--- src/rtl/timer_io_if.sv ---
// rtl/timer_io_if.sv - register bus between the address decoder window and the timer
interface timer_io_if #(
  parameter int DATA_WIDTH = 32
);
  logic                  cs;
  logic                  wen;
  logic [3:0]            addr;
  logic [DATA_WIDTH-1:0] din;
  logic [DATA_WIDTH-1:0] dout;

  modport master (
    output cs,
    output wen,
    output addr,
    output din,
    input  dout
  );

  modport slave (
    input  cs,
    input  wen,
    input  addr,
    input  din,
    output dout
  );
endinterface

--- src/rtl/timer_io.sv ---
// rtl/timer_io.sv - prescaled down-counting timer with auto-reload, sticky underflow and level irq
module timer_io #(
  parameter int DATA_WIDTH     = 32,
  parameter int PRESCALE_WIDTH = 8
) (
  input  logic        clk,
  input  logic        reset,
  timer_io_if.slave   bus,
  output logic        irq
);

  logic                      run;
  logic                      auto_rl;
  logic                      ie;
  logic [PRESCALE_WIDTH-1:0] pre;
  logic [PRESCALE_WIDTH-1:0] prescaler;
  logic [DATA_WIDTH-1:0]     reload;
  logic [DATA_WIDTH-1:0]     count;
  logic                      ovf;

  logic wr;
  logic tick;
  logic underflow;

  assign wr        = bus.cs & bus.wen;
  assign tick      = run && (prescaler == pre);
  assign underflow = tick && (count == '0);
  assign irq       = ovf & ie;

  // Bus writes are applied after the tick logic so that a same-cycle write overrides it;
  // the only exception is the STATUS clear, where a simultaneous underflow must win.
  always_ff @(posedge clk) begin
    if (reset) begin
      run       <= 1'b0;
      auto_rl   <= 1'b0;
      ie        <= 1'b0;
      pre       <= '0;
      prescaler <= '0;
      reload    <= '0;
      count     <= '0;
      ovf       <= 1'b0;
    end else begin
      if (run && !tick) begin
        prescaler <= prescaler + PRESCALE_WIDTH'(1);
      end else begin
        prescaler <= '0;
      end

      if (underflow) begin
        ovf <= 1'b1;
        if (auto_rl) begin
          count <= reload;
        end else begin
          run <= 1'b0;
        end
      end else if (tick) begin
        count <= count - DATA_WIDTH'(1);
      end

      if (wr) begin
        case (bus.addr)
          4'd0: begin
            run       <= bus.din[0];
            auto_rl   <= bus.din[1];
            ie        <= bus.din[2];
            pre       <= bus.din[8 +: PRESCALE_WIDTH];
            prescaler <= '0;
          end
          4'd1: reload <= bus.din;
          4'd2: count  <= bus.din;
          4'd3: begin
            if (bus.din[0] && !underflow) begin
              ovf <= 1'b0;
            end
          end
          default: ;
        endcase
      end
    end
  end

  // Read data is forced to zero outside a read so the CPU-side mux can OR peripherals.
  always_comb begin
    bus.dout = '0;
    if (bus.cs && !bus.wen) begin
      case (bus.addr)
        4'd0: begin
          bus.dout[0]                     = run;
          bus.dout[1]                     = auto_rl;
          bus.dout[2]                     = ie;
          bus.dout[8 +: PRESCALE_WIDTH]   = pre;
        end
        4'd1:    bus.dout = reload;
        4'd2:    bus.dout = count;
        4'd3:    bus.dout[0] = ovf;
        default: bus.dout = '0;
      endcase
    end
  end

endmodule

--- src/flat_wrapper.sv ---
// flat-port wrapper written by rule: the top's interface ports become plain ports
module timer_io_flat 
#(
  parameter int DATA_WIDTH     = 32,
  parameter int PRESCALE_WIDTH = 8
)
  (clk, reset, irq, bus_cs, bus_wen, bus_addr, bus_din, bus_dout);
  timer_io_if #(.DATA_WIDTH(DATA_WIDTH)) bus_i ();
  input  logic clk;
  input  logic reset;
  output logic irq;
  input wire logic [$bits(bus_i.cs)-1:0] bus_cs;
  input wire logic [$bits(bus_i.wen)-1:0] bus_wen;
  input wire logic [$bits(bus_i.addr)-1:0] bus_addr;
  input wire logic [$bits(bus_i.din)-1:0] bus_din;
  output wire logic [$bits(bus_i.dout)-1:0] bus_dout;
  assign bus_i.cs = bus_cs;
  assign bus_i.wen = bus_wen;
  assign bus_i.addr = bus_addr;
  assign bus_i.din = bus_din;
  assign bus_dout = bus_i.dout;
  timer_io #(.DATA_WIDTH(DATA_WIDTH), .PRESCALE_WIDTH(PRESCALE_WIDTH)) u_core (.clk(clk), .reset(reset), .bus(bus_i), .irq(irq));
endmodule
--- config.mk ---
export PLATFORM = sky130hd
export DESIGN_NAME = timer_io_flat
export DESIGN_NICKNAME = d
export VERILOG_FILES = /design/src/rtl/timer_io_if.sv /design/src/rtl/timer_io.sv /design/src/flat_wrapper.sv
export SDC_FILE = /design/constraint.sdc
export NUM_CORES = 1
export LEC_CHECK = 0
export ABC_AREA = 1
export CORE_ASPECT_RATIO = 0.8
export CORE_MARGIN = 4
export CORE_UTILIZATION = 35
export CTS_BUF_LIST = sky130_fd_sc_hd__clkbuf_16
export CTS_CLUSTER_DIAMETER = 40
export DETAILED_ROUTE_END_ITERATION = 10
export GPL_ROUTABILITY_DRIVEN = 0
export PLACE_DENSITY_LB_ADDON = 0.25
export SETUP_SLACK_MARGIN = 0.4
export SKIP_CTS_REPAIR_TIMING = 1
export SLEW_MARGIN = 5
export SYNTH_ARGS = -nofsm -noshare
export SYNTH_HDL_FRONTEND = slang
export SYNTH_SLANG_ARGS = --single-unit
--- constraint.sdc ---
create_clock -name clk -period 1.67 [get_ports clk]
set_input_delay 0.167 -clock clk [delete_from_list [all_inputs] [get_ports clk]]
set_output_delay 0.167 -clock clk [all_outputs]
set_load 0.01 [all_outputs]
; ---- Word level (Yosys, flattened, before mapping)
; Cells that the tools add are included.
[totals]
reg_bits = 84
out_inout_bits = 33
[op_classes]
n_addsub = 2
eq_ne = 4
mux = 22
bitwise = 2
n_reduce_logical = 12
[op_table]
columns = op, count
row1 = $mux 32, 6
row2 = $logic_not 32->1, 1
row3 = $pmux 16 s2, 1
row4 = $sub 32x1->32 const B, 1
row5 = $mux 8, 3
row6 = $pmux 8 s3, 1
row7 = $pmux 5 s2, 1
row8 = $add 8x1->8 const B, 1
row9 = $eq 4x2->1 const B, 2
row10 = $eq 8x8->1, 1
row11 = $mux 1, 8
row12 = $pmux 2 s3, 1
row13 = $logic_and 1x1->1, 5
row14 = $eq 4x1->1 const B, 1
row15 = $logic_not 4->1, 1
row16 = $pmux 1 s4, 1
row17 = $reduce_and 2->1, 2
row18 = $logic_not 1->1, 3
row19 = $and 1x1->1, 2

; ---- Logic depth before layout (Yosys ltp)
; Gate-level depths: netlist of the first run.
[logic_depth]
ltp_word = 8
ltp_mapped = 15

; ---- Least setup slack after synthesis of the first run
; OpenSTA, ideal clock, no wires.
[synth_timing]
kind = register -> register
from = reg u_core.count[0]
to = reg u_core.count[25]
setup_time_ps = 117
t_arrival_ps = 1649
slack_ps = -96
stages_incl_launch_ff = 13
n_path_buf = 1
synth_period_minus_slack_ps = 1766
path_cell_list = dfxtp_1 -> inv_1 -> ha_1 -> nand2_2 -> nor2_4 -> nand2_1 -> nor2_4 -> nand2_8 -> inv_4 -> buf_6 -> a21oi_1 -> nor2_1 -> nor2_1
[synth_via]
elab_chain_len = 5
elab_cells_between_ends = 7
[synth_rtl]
columns = item, line_no
row1 = "start, declared", timer_io.sv:18  ; logic [DATA_WIDTH-1:0] count;
row2 = "start signal, assigned", timer_io.sv:52  ; count <= reload;
row3 = "start signal, assigned", timer_io.sv:57  ; count <= count - DATA_WIDTH'(1);
row4 = "start signal, assigned", timer_io.sv:70  ; 4'd2: count <= bus.din;
row5 = $sub 32x1->32 or $logic_not 32->1 (tied branches), "timer_io.sv:57, timer_io.sv:27"
row6 = $mux 32 or $logic_and 1x1->1 (tied branches), "timer_io.sv:56, timer_io.sv:27"
row7 = $mux 32 *, timer_io.sv:49  ; if (underflow) begin
row8 = $mux 32, timer_io.sv:61  ; case (bus.addr)
row9 = $mux 32 *, timer_io.sv:60  ; if (wr) begin
; Mark *: on every way between the ends. The rest lies on a longest branch, timed or not.
; A chain may end at the register's enable or synchronous reset.

; ---- Worst setup path in the final report of the first run
[layout_timing]
from = reg u_core.prescaler[0]
to = reg u_core.run
[layout_via]
elab_chain_len = 6
[layout_rtl]
columns = item, line_no
row1 = "start, declared", timer_io.sv:16  ; logic [PRESCALE_WIDTH-1:0] prescaler;
row2 = "start signal, assigned", timer_io.sv:44  ; prescaler <= prescaler + PRESCALE_WIDTH'(1);
row3 = $eq 8x8->1 *, timer_io.sv:26  ; assign tick = run && (prescaler == pre);
row4 = $logic_and 1x1->1 *, timer_io.sv:26
row5 = $logic_and 1x1->1 *, timer_io.sv:27  ; assign underflow = tick && (count == '0);
row6 = $mux 1 *, timer_io.sv:49
row7 = $mux 1, timer_io.sv:61
row8 = $mux 1 *, timer_io.sv:60
row9 = "end signal, assigned", timer_io.sv:63  ; run <= bus.din[0];
row10 = "end, declared", timer_io.sv:12  ; logic run;
; Marks and branches as above.

==> results of run 1 <==
## flip-flops by register name, summed over array words and instances, names as in the netlist
name / count
u_core.prescaler: 8
u_core.run: 1
u_core.pre: 8
u_core.ie: 1
u_core.count: 32
u_core.ovf: 1
u_core.auto_rl: 1
u_core.reload: 32
## worst min-delay path: cells and delay by family
kind            cells  cell delay, ns
buf+inv             2            0.24
compound gates      2            0.16
## kinds of logic after synthesis
| family | synth area share |
|---|---|
| muxes | 0.00167 |
| adders and majority gates | 0.00416 |
| DFF | 0.280 |
| xor gates and xnor gates | 0.0291 |
| and+or+nand+nor | 0.427 |
| AOI/OAI and AO/OA | 0.140 |
| buffers and inverters | 0.118 |
## power groups by stage
stage,Clock (mW),Combinational [mW],Sequential (mW)
final,2.43,1.57,2.06
after global placement,0,1.38,2.10
after detailed placement,0,1.39,2.10
after global routing,2.53,1.71,2.07
after floorplan,0,0.809,2.11
after CTS,2.46,1.39,2.06
## worst max-delay path by stage
stage	from	endpoint	slack (ns)	cells past startpoint
after CTS	bus_addr[3]	bus_dout[28]	-0.68	8
after global routing	u_core.prescaler[6]	u_core.count[5]	-0.19	15
after global placement	bus_addr[3]	bus_dout[22]	-0.64	8
after floorplan	u_core.prescaler[0]	u_core.count[7]	0.14	14
after detailed placement	bus_addr[3]	bus_dout[28]	-0.66	8
final	u_core.prescaler[0]	u_core.run	-0.07	11
## cell type report
class	count	area [sq um]	share of cell area
Inverter	116	458	0.0508
Clock inverter	7	123	0.0136
Sequential cell	84	1710	0.189
Clock buffer	9	225	0.0250
Tap cell	220	275	0.0306
Multi-Input combinational cell	805	4180	0.464
Timing Repair Buffer	225	2050	0.227
## cell usage in the layout (no fill, tap or decap), types with 20 or more instances in the layout
cell type and n:
sky130_fd_sc_hd__dfxtp_1 65, sky130_fd_sc_hd__a21oi_2 22, sky130_fd_sc_hd__nor2_2 20, sky130_fd_sc_hd__inv_1 94
sky130_fd_sc_hd__buf_4 120, sky130_fd_sc_hd__nand4_1 33, sky130_fd_sc_hd__nand2_1 313, sky130_fd_sc_hd__clkdlybuf4s50_1 32
sky130_fd_sc_hd__nor2_1 130, sky130_fd_sc_hd__buf_2 33, sky130_fd_sc_hd__o21ai_0 67, sky130_fd_sc_hd__nand3_1 59
sky130_fd_sc_hd__a21oi_1 52
## metrics by stage
step	hold WS, ns	std cells
global route	0.278	1466
detailed placement	0.459	1427
finish	0.254	1466
floorplan	0.331	1060
CTS	0.234	1443
global placement	0.456	1427
## metal layers
layer,global-route usage,vias up,share of wire
met5,0,-,0
met4,0.0535,0,0.017
met3,0.0366,26,0.067
met2,0.315,239,0.42
met1,0.320,3365,0.50
li1,-,3730,-
==> impl.org, run 1 <==
** Run status
- The run finished, with violations left.
- The checks that failed: negative setup slack.

** Critical path
- Worst reg2reg path startpoint :: u_core.prescaler[0]
- The worst setup path is captured at a register.
- By instance count, the cell type seen most on the critical path is sky130_fd_sc_hd__nand2_2.
- Max stage delay on crit path :: 0.35 ns
- Worst reg2reg setup slack :: -0.07 ns
- STA puts the critical path data arrival time at 2.02 ns.
- The critical path in this run is classified as reg2reg.
- Critical-path top delay cell :: sky130_fd_sc_hd__dfxtp_2
- Count of cells along the worst register-to-register path :: 11
- Number of buffer and inverter stages on the critical path :: 3
- Of all nets on the critical path, the largest fanout is 12.
- Data on the critical path is required at its endpoint by 1.95 ns.
- Crit path cell chain :: inv_2, nand2_2, nand2_2, inv_1, nand2_1, nor2_2, nand3_4, nor2_4, buf_12, nand4_1, a21oi_1
- STA classifies the critical path startpoint as a register.
- Grouping stages by cell kind, the critical path spends the most delay in simple AND/OR/NAND/NOR gates.
- Reg-to-reg endpoint :: u_core.run

** Synthesis
- Synthesized area divided by synthesized cell count :: 5.67 sq um
- Synth area leaders :: sky130_fd_sc_hd__dfxtp_1, sky130_fd_sc_hd__nand2_1, sky130_fd_sc_hd__nor2_1
- sky130_fd_sc_hd__nand2_1 is the most common cell in the netlist.
- Dominant synthesized flop cell :: sky130_fd_sc_hd__dfxtp_1
- The synthesized design spends more area on one cell type than any other, namely sky130_fd_sc_hd__dfxtp_1.
- The synthesized netlist contains 34 unique library cells.
- When the netlist entered floorplanning its net count stood at 1102.
- The share of synthesized area in the top cell type comes to 0.280.
- Async set-reset flop share out of synthesis :: 0
- After synthesis, the most frequently instantiated cells are sky130_fd_sc_hd__nand2_1, sky130_fd_sc_hd__nor2_1, sky130_fd_sc_hd__inv_1.
- Number of synthesized register bits :: 84
- Yosys warning total :: 0
- The share of the Yosys chip area taken by registers is 0.280.
- Post-synth EDFFs :: 0
- Synthesis produced a netlist whose cell count is roughly 1.1k.
- Area of the mapped netlist :: 0.00601 sq mm

** Layout
- Once layout is done, the placed cells without fillers occupy 0.00901 sq mm.
- Area growth syn-to-layout :: 49.9%
- Diode count :: 0
- End-of-flow core utilization :: 0.539
- Fraction of layout instances using a drive strength above 1 :: 0.291
- The filler cells instantiated in the layout total about 1.7k.
- After the last flow step, the layout net total stands at between 1k and 1.5k.

** Timing
- Final worst setup slack :: -0.0690 ns
- Top achievable clock speed :: 575 MHz
- Final clock period utilization by the worst path :: 1.04
- The final-report hold violation count came to 0.
- Transition time of the tightest slew-check pin :: roughly 0.56 ns
- The number of max-slew violations in the final report came to 0.
- Fin Setup TNS :: -0.523 ns
- Final count of negative-setup-slack endpoints :: 21
- RSZ-0062 raised after global routing :: true
- The clock arrives with roughly 0.0086 ns of skew.
- Counting I/O delays and the setup requirement, the final critical path takes about 1.7 ns.
- Headroom to the max-slew limit came out at 0.624.

** Place
- Half-perimeter wire length of the detailed placement result :: 15.3 mm
- Port Buffer Count :: just over 70
- Worst setup slack before clock tree synthesis :: -0.663 ns
- In this run the cell area measured after placement is about 0.008 sq mm.

** GRT
- The via count of the first global-routing pass was about 6.7k.
- Total gr overflow :: 0
- The number of antenna violations at the first check in global routing came to 0.
- Maximum number of pins on one net before global-route repair :: 64
- The first global-routing pass estimated 34.0 mm of wire.
- Across every metal layer, demand over resource in global routing totals 0.213.

** Power and ir drop
- VDD IR-drop max :: 617 uV
- Pleak :: 4.43 nW
- Cell internal power was estimated by the tool at a little over 4 mW.
- Power share of the clock group :: 0.401
- For this design the ratio of total power to cell area is 672 mW/mm^2.
- Proportion of total power due to net switching :: 0.316
- Combinational group share of total power :: 0.259
- The completed layout was analyzed and its total power is roughly 6 mW.
- For this design the total switching power over the nets is 1.91 mW.
- Share of total power in sequential cells :: 0.341

** Floorplanning
- In this run the core area contains 42 standard-cell rows.
- Horizontal die dimension :: 155 microns
- IO Pins :: 73
- Vert. Die Dim :: 125 microns
- The floorplan step defined a core boundary enclosing 0.0167 sq mm.
- Starting density of the core :: 0.360
- Die outline area :: 0.0193 sq mm

** Route
- Ratio of routed vias to standard cells :: 5.02
- Detailed-route DRC error count :: 0
- In the final routed layout, each cell accounts on average for 15.7 microns.
- In this run, the number of DRC markers left after iteration 0 of detailed routing was 642.
- Post-detailed-route count of antenna-violating nets :: 0
- The routed layout has approximately 7.4k vias.
- Routed wire length :: ~23 mm
- Number of detailed-route iterations in the first pass :: 5

** CTS
- Library cell used as clock root buffer :: sky130_fd_sc_hd__clkbuf_16
- TritonCTS built the clock tree.
- Buffers inserted during clock tree synthesis total 9.
- For the worst-skew pair, the clock arrives at the later sink with an insertion delay of 0.36 ns.
- Clock-pin slew was measured on the worst setup and hold paths at 0.07 ns.
- TritonCTS Sinks :: 84
- CTS built an H-tree with a depth of 3.
- Worst-case clock buffer depth :: 2

** Hold path
- Hold path depth :: 4
- The worst hold path begins at reset.
- Worst Hold Class :: in2reg
- The path with the worst hold slack has its endpoint at u_core.reload[9].

** Job
- Count of max-cap constraint violations :: 0
Power figures use the tool's default switching activity.
==> run 2: changes to the inputs <==
==> constraint.sdc (replaced) <==
create_clock -name clk -period 2.1 [get_ports clk]
set_input_delay 0.21 -clock clk [delete_from_list [all_inputs] [get_ports clk]]
set_output_delay 0.21 -clock clk [all_outputs]
set_load 0.01 [all_outputs]
==> impl.org, run 2 (synthesized netlist as in run 1, its figures left out) <==
** Hold path
- Startpoint of the tightest hold check path :: reset
- Worst Hold Class :: in2reg

** Critical path
- The logic depth of the worst path, buffers included is 10 (-1).
- Timing endpoint of the critical path :: u_core.count[30]
- Dominant cell type by count on the critical path :: sky130_fd_sc_hd__nor2_1
- Worst reg2reg setup slack :: 0.36 ns (+0.43 ns)
- Reg-to-reg endpoint :: u_core.count[30]
- Critical path data arrival time :: 1.99 ns (-0.03 ns)
- Number of buffer and inverter stages on the critical path :: 1 (-2)
- For this design, the slowest cell found on the critical path is sky130_fd_sc_hd__dfxtp_1.
- The critical path starts at u_core.count[23].
- Kind of launch point of the worst setup path :: register
- Worst reg2reg path startpoint :: u_core.count[23]
- Crit path cell chain :: nor2_1, nand2_1, nor2_2, nand2_1, nor2_4, nand2_8, inv_4, a21oi_1, nor2_1, nor2_1
- The kind of cell with the highest combined delay along the critical path is simple AND/OR/NAND/NOR gates.
- The data required time of the critical path came to 2.35 ns (+0.40 ns).
- The critical path in this run is classified as reg2reg.
- The number of cells on the worst reg-to-reg path was 10 (-1).
- Critical path endpoint category :: register
- Highest fanout seen on the critical path :: 14 (+2)
- The maximum single-stage delay on the critical path was 0.38 ns (+0.03 ns).

** Timing
- The count of endpoints failing setup in the final report was 0 (-100%).
- Fin. max-slew vios :: 0 (unchanged)
- The fmax is 573 MHz (-0.28%).
- Transition time of the tightest slew-check pin :: 0.582 ns (+0.0176 ns)
- Fin Setup TNS :: 0 ns (+0.523 ns)
- Rel. slew slack :: 0.612 (-0.0117)
- Post-layout minimum cycle time :: 1.74 ns (+0.00486 ns)
- Setup repair after global routing could not meet its margin everywhere.
- The smallest hold slack came to 0.328 ns (+0.0737 ns).
- The setup skew after layout is 0.0116 ns (+0.00303 ns).
- The fraction of the cycle the final worst path needs is 0.830 (-0.211).
- The final-report hold violation count came to 0 (unchanged).

** Run status
- The run finished with clean final reports.

** CTS
- The tree is rooted in a sky130_fd_sc_hd__clkbuf_16.
- The maximum clock insertion buffer count came to 2 (unchanged).
- CTS clk-pin slew, worst paths :: 0.07 ns (about the same)
- Clock buffers created by TritonCTS :: 9 (unchanged)
- CTS tree :: done
- The worst-skew pair later-pin latency came to 0.35 ns (about the same).
- The CTS H-tree depth came to 3 (unchanged).
- TritonCTS Sinks :: 84 (unchanged)

** Layout
- Leading cell type in the layout, fill and taps excluded :: sky130_fd_sc_hd__nand2_1
- Layout net count :: 1204 (-6.2%)
- Final std cells w/o fill :: 1387 (-5.4%)
- Area growth syn-to-layout :: 35.0%
- Regs by FF count :: u_core.count x32, u_core.reload x32
- Diode count :: 0 (unchanged)
- The top cell types in the final layout, fill and taps aside, are sky130_fd_sc_hd__nand2_1, sky130_fd_sc_hd__nor2_1, sky130_fd_sc_hd__inv_1.
- The utilization after layout was 0.486 (-0.0535).
- Fraction of layout instances using a drive strength above 1 :: 0.216 (-0.0754)

** Route
- The remaining number of nets flagged by the antenna check after routing was 0 (unchanged).
- The post-route met1 wirelength came to 10.2 mm (-11%).
- Vias after detailed routing :: 6993 (-5.0%)
- Number of DRC markers in iteration 0 :: 491 (-24%)
- Routed wire length on met3 :: 1.43 mm (-7.2%)
- Number of detailed-route iterations in the first pass :: 7 (+2)
- The remaining routing DRC violations was 0 (unchanged).
- Routed wire length :: 20.9 mm (-9.0%)
- The average routed wire per standard cell is 15.1 microns (-3.9%).
- The met2 wire length was 9.09 mm (-5.5%).
- The routed via count divided by cell count came to 5.04 (+0.43%).
- In this run the top signal layer used is met4.

** Floorplanning
- The die span in y is 125 microns (unchanged).
- Die outline area :: 0.0193 sq mm (unchanged)
- Horizontal die dimension :: 155 microns (unchanged)
- The core region area is 0.0167 sq mm (unchanged).
- Site Rows :: 42 (unchanged)
- IO Pins :: 73 (unchanged)
- Starting density of the core :: 0.360 (unchanged)

** Power and ir drop
- Net switching power :: 1.41 mW (-26%)
- VDD IR-drop max :: 450 uV (-27%)
- Proportion of total power due to net switching :: 0.315 (-0.00116)
- Internal power summed over all cells :: 3.07 mW (-26%)
- The leakage power was 3.90 nW (-12%).
- Share of total power in sequential cells :: 0.367 (+0.026)
- Combinational group share of total power :: 0.243 (-0.016)
- The clock network fraction of total power was 0.390 (-0.011).
- Pwr per Cell Area :: 553 mW/mm^2 (-18%)
- Overall power :: 4.49 mW (-26%)

** GRT
- The residual overflow from global routing is 0 (unchanged).
- The global-route usage over all layers came to 0.204 (-0.00935).
- The maximum number of pins on one net before global-route repair came to 64 (unchanged).
- The global-route wire length before repair was 33.0 mm (-3.2%).
- Antenna violations before repair :: 0 (unchanged)
- The via count of the first global-routing pass is 6394 (-4.6%).

** Place
- Placed Instances :: 1347 (-5.6%)
- The sum of net half-perimeters after detailed placement was 14.4 mm (-6.2%).
- The quantity of I/O buffers inserted on ports came to 72 (unchanged).

** Job
- Count of max-cap constraint violations :: 0 (unchanged)
[run 2: power groups by stage]
stage	combinational [mW]	clock (mW)	sequential [mW]
after floorplan	0.626	0	1.67
after global placement	0.954	0	1.68
after detailed placement	0.958	0	1.68
after CTS	0.965	1.78	1.64
after global routing	1.20	1.83	1.65
final	1.09	1.75	1.65
[run 2: metal layers]
layer  track usage  up-vias
met5             0        -
met4        0.0421        0
met3        0.0373       13
met2         0.301      225
met1         0.309     3194
li1              -     3561
[run 2: how the worst min path moves through the flow]
stage	depth (start not counted)	endpoint	slack (ns)
2_1_floorplan	2	u_core.reload[15]	0.37
3_5_place_dp	2	u_core.ie	0.46
5_1_grt	4	u_core.reload[12]	0.36
6_report	4	u_core.pre[3]	0.33
3_3_place_gp	1	u_core.prescaler[0]	0.46
4_1_cts	4	u_core.reload[12]	0.31
[run 2: area by class of cell]
| type | count | area (sq um) |
|---|---|---|
| sequential | 84 | 1700 |
| inverter | 116 | 448 |
| clock buffer | 9 | 225 |
| tap | 220 | 275 |
| timing repair buffer | 147 | 1390 |
| clock inverter | 7 | 91.3 |
| fill | 1787 | 8600 |
| multi-input combinational | 804 | 3990 |
[run 2: metrics by stage]
| stage | worst slack, ns | instance area (sq um) |
|---|---|---|
| 6_report | 0.356 | 8120 |
| 5_1_grt | 0.208 | 8120 |
| 4_1_cts | -0.360 | 7570 |
| 3_5_place_dp | -0.344 | 7250 |
| 3_3_place_gp | -0.360 | 7250 |
| 2_1_floorplan | 0.409 | 6020 |
[run 2: tightest hold or removal path: stages]
cell,delay (ns)
sky130_fd_sc_hd__buf_2,0.10
sky130_fd_sc_hd__inv_1,0.16
sky130_fd_sc_hd__o21ai_0,0.12
sky130_fd_sc_hd__a21oi_1,0.04
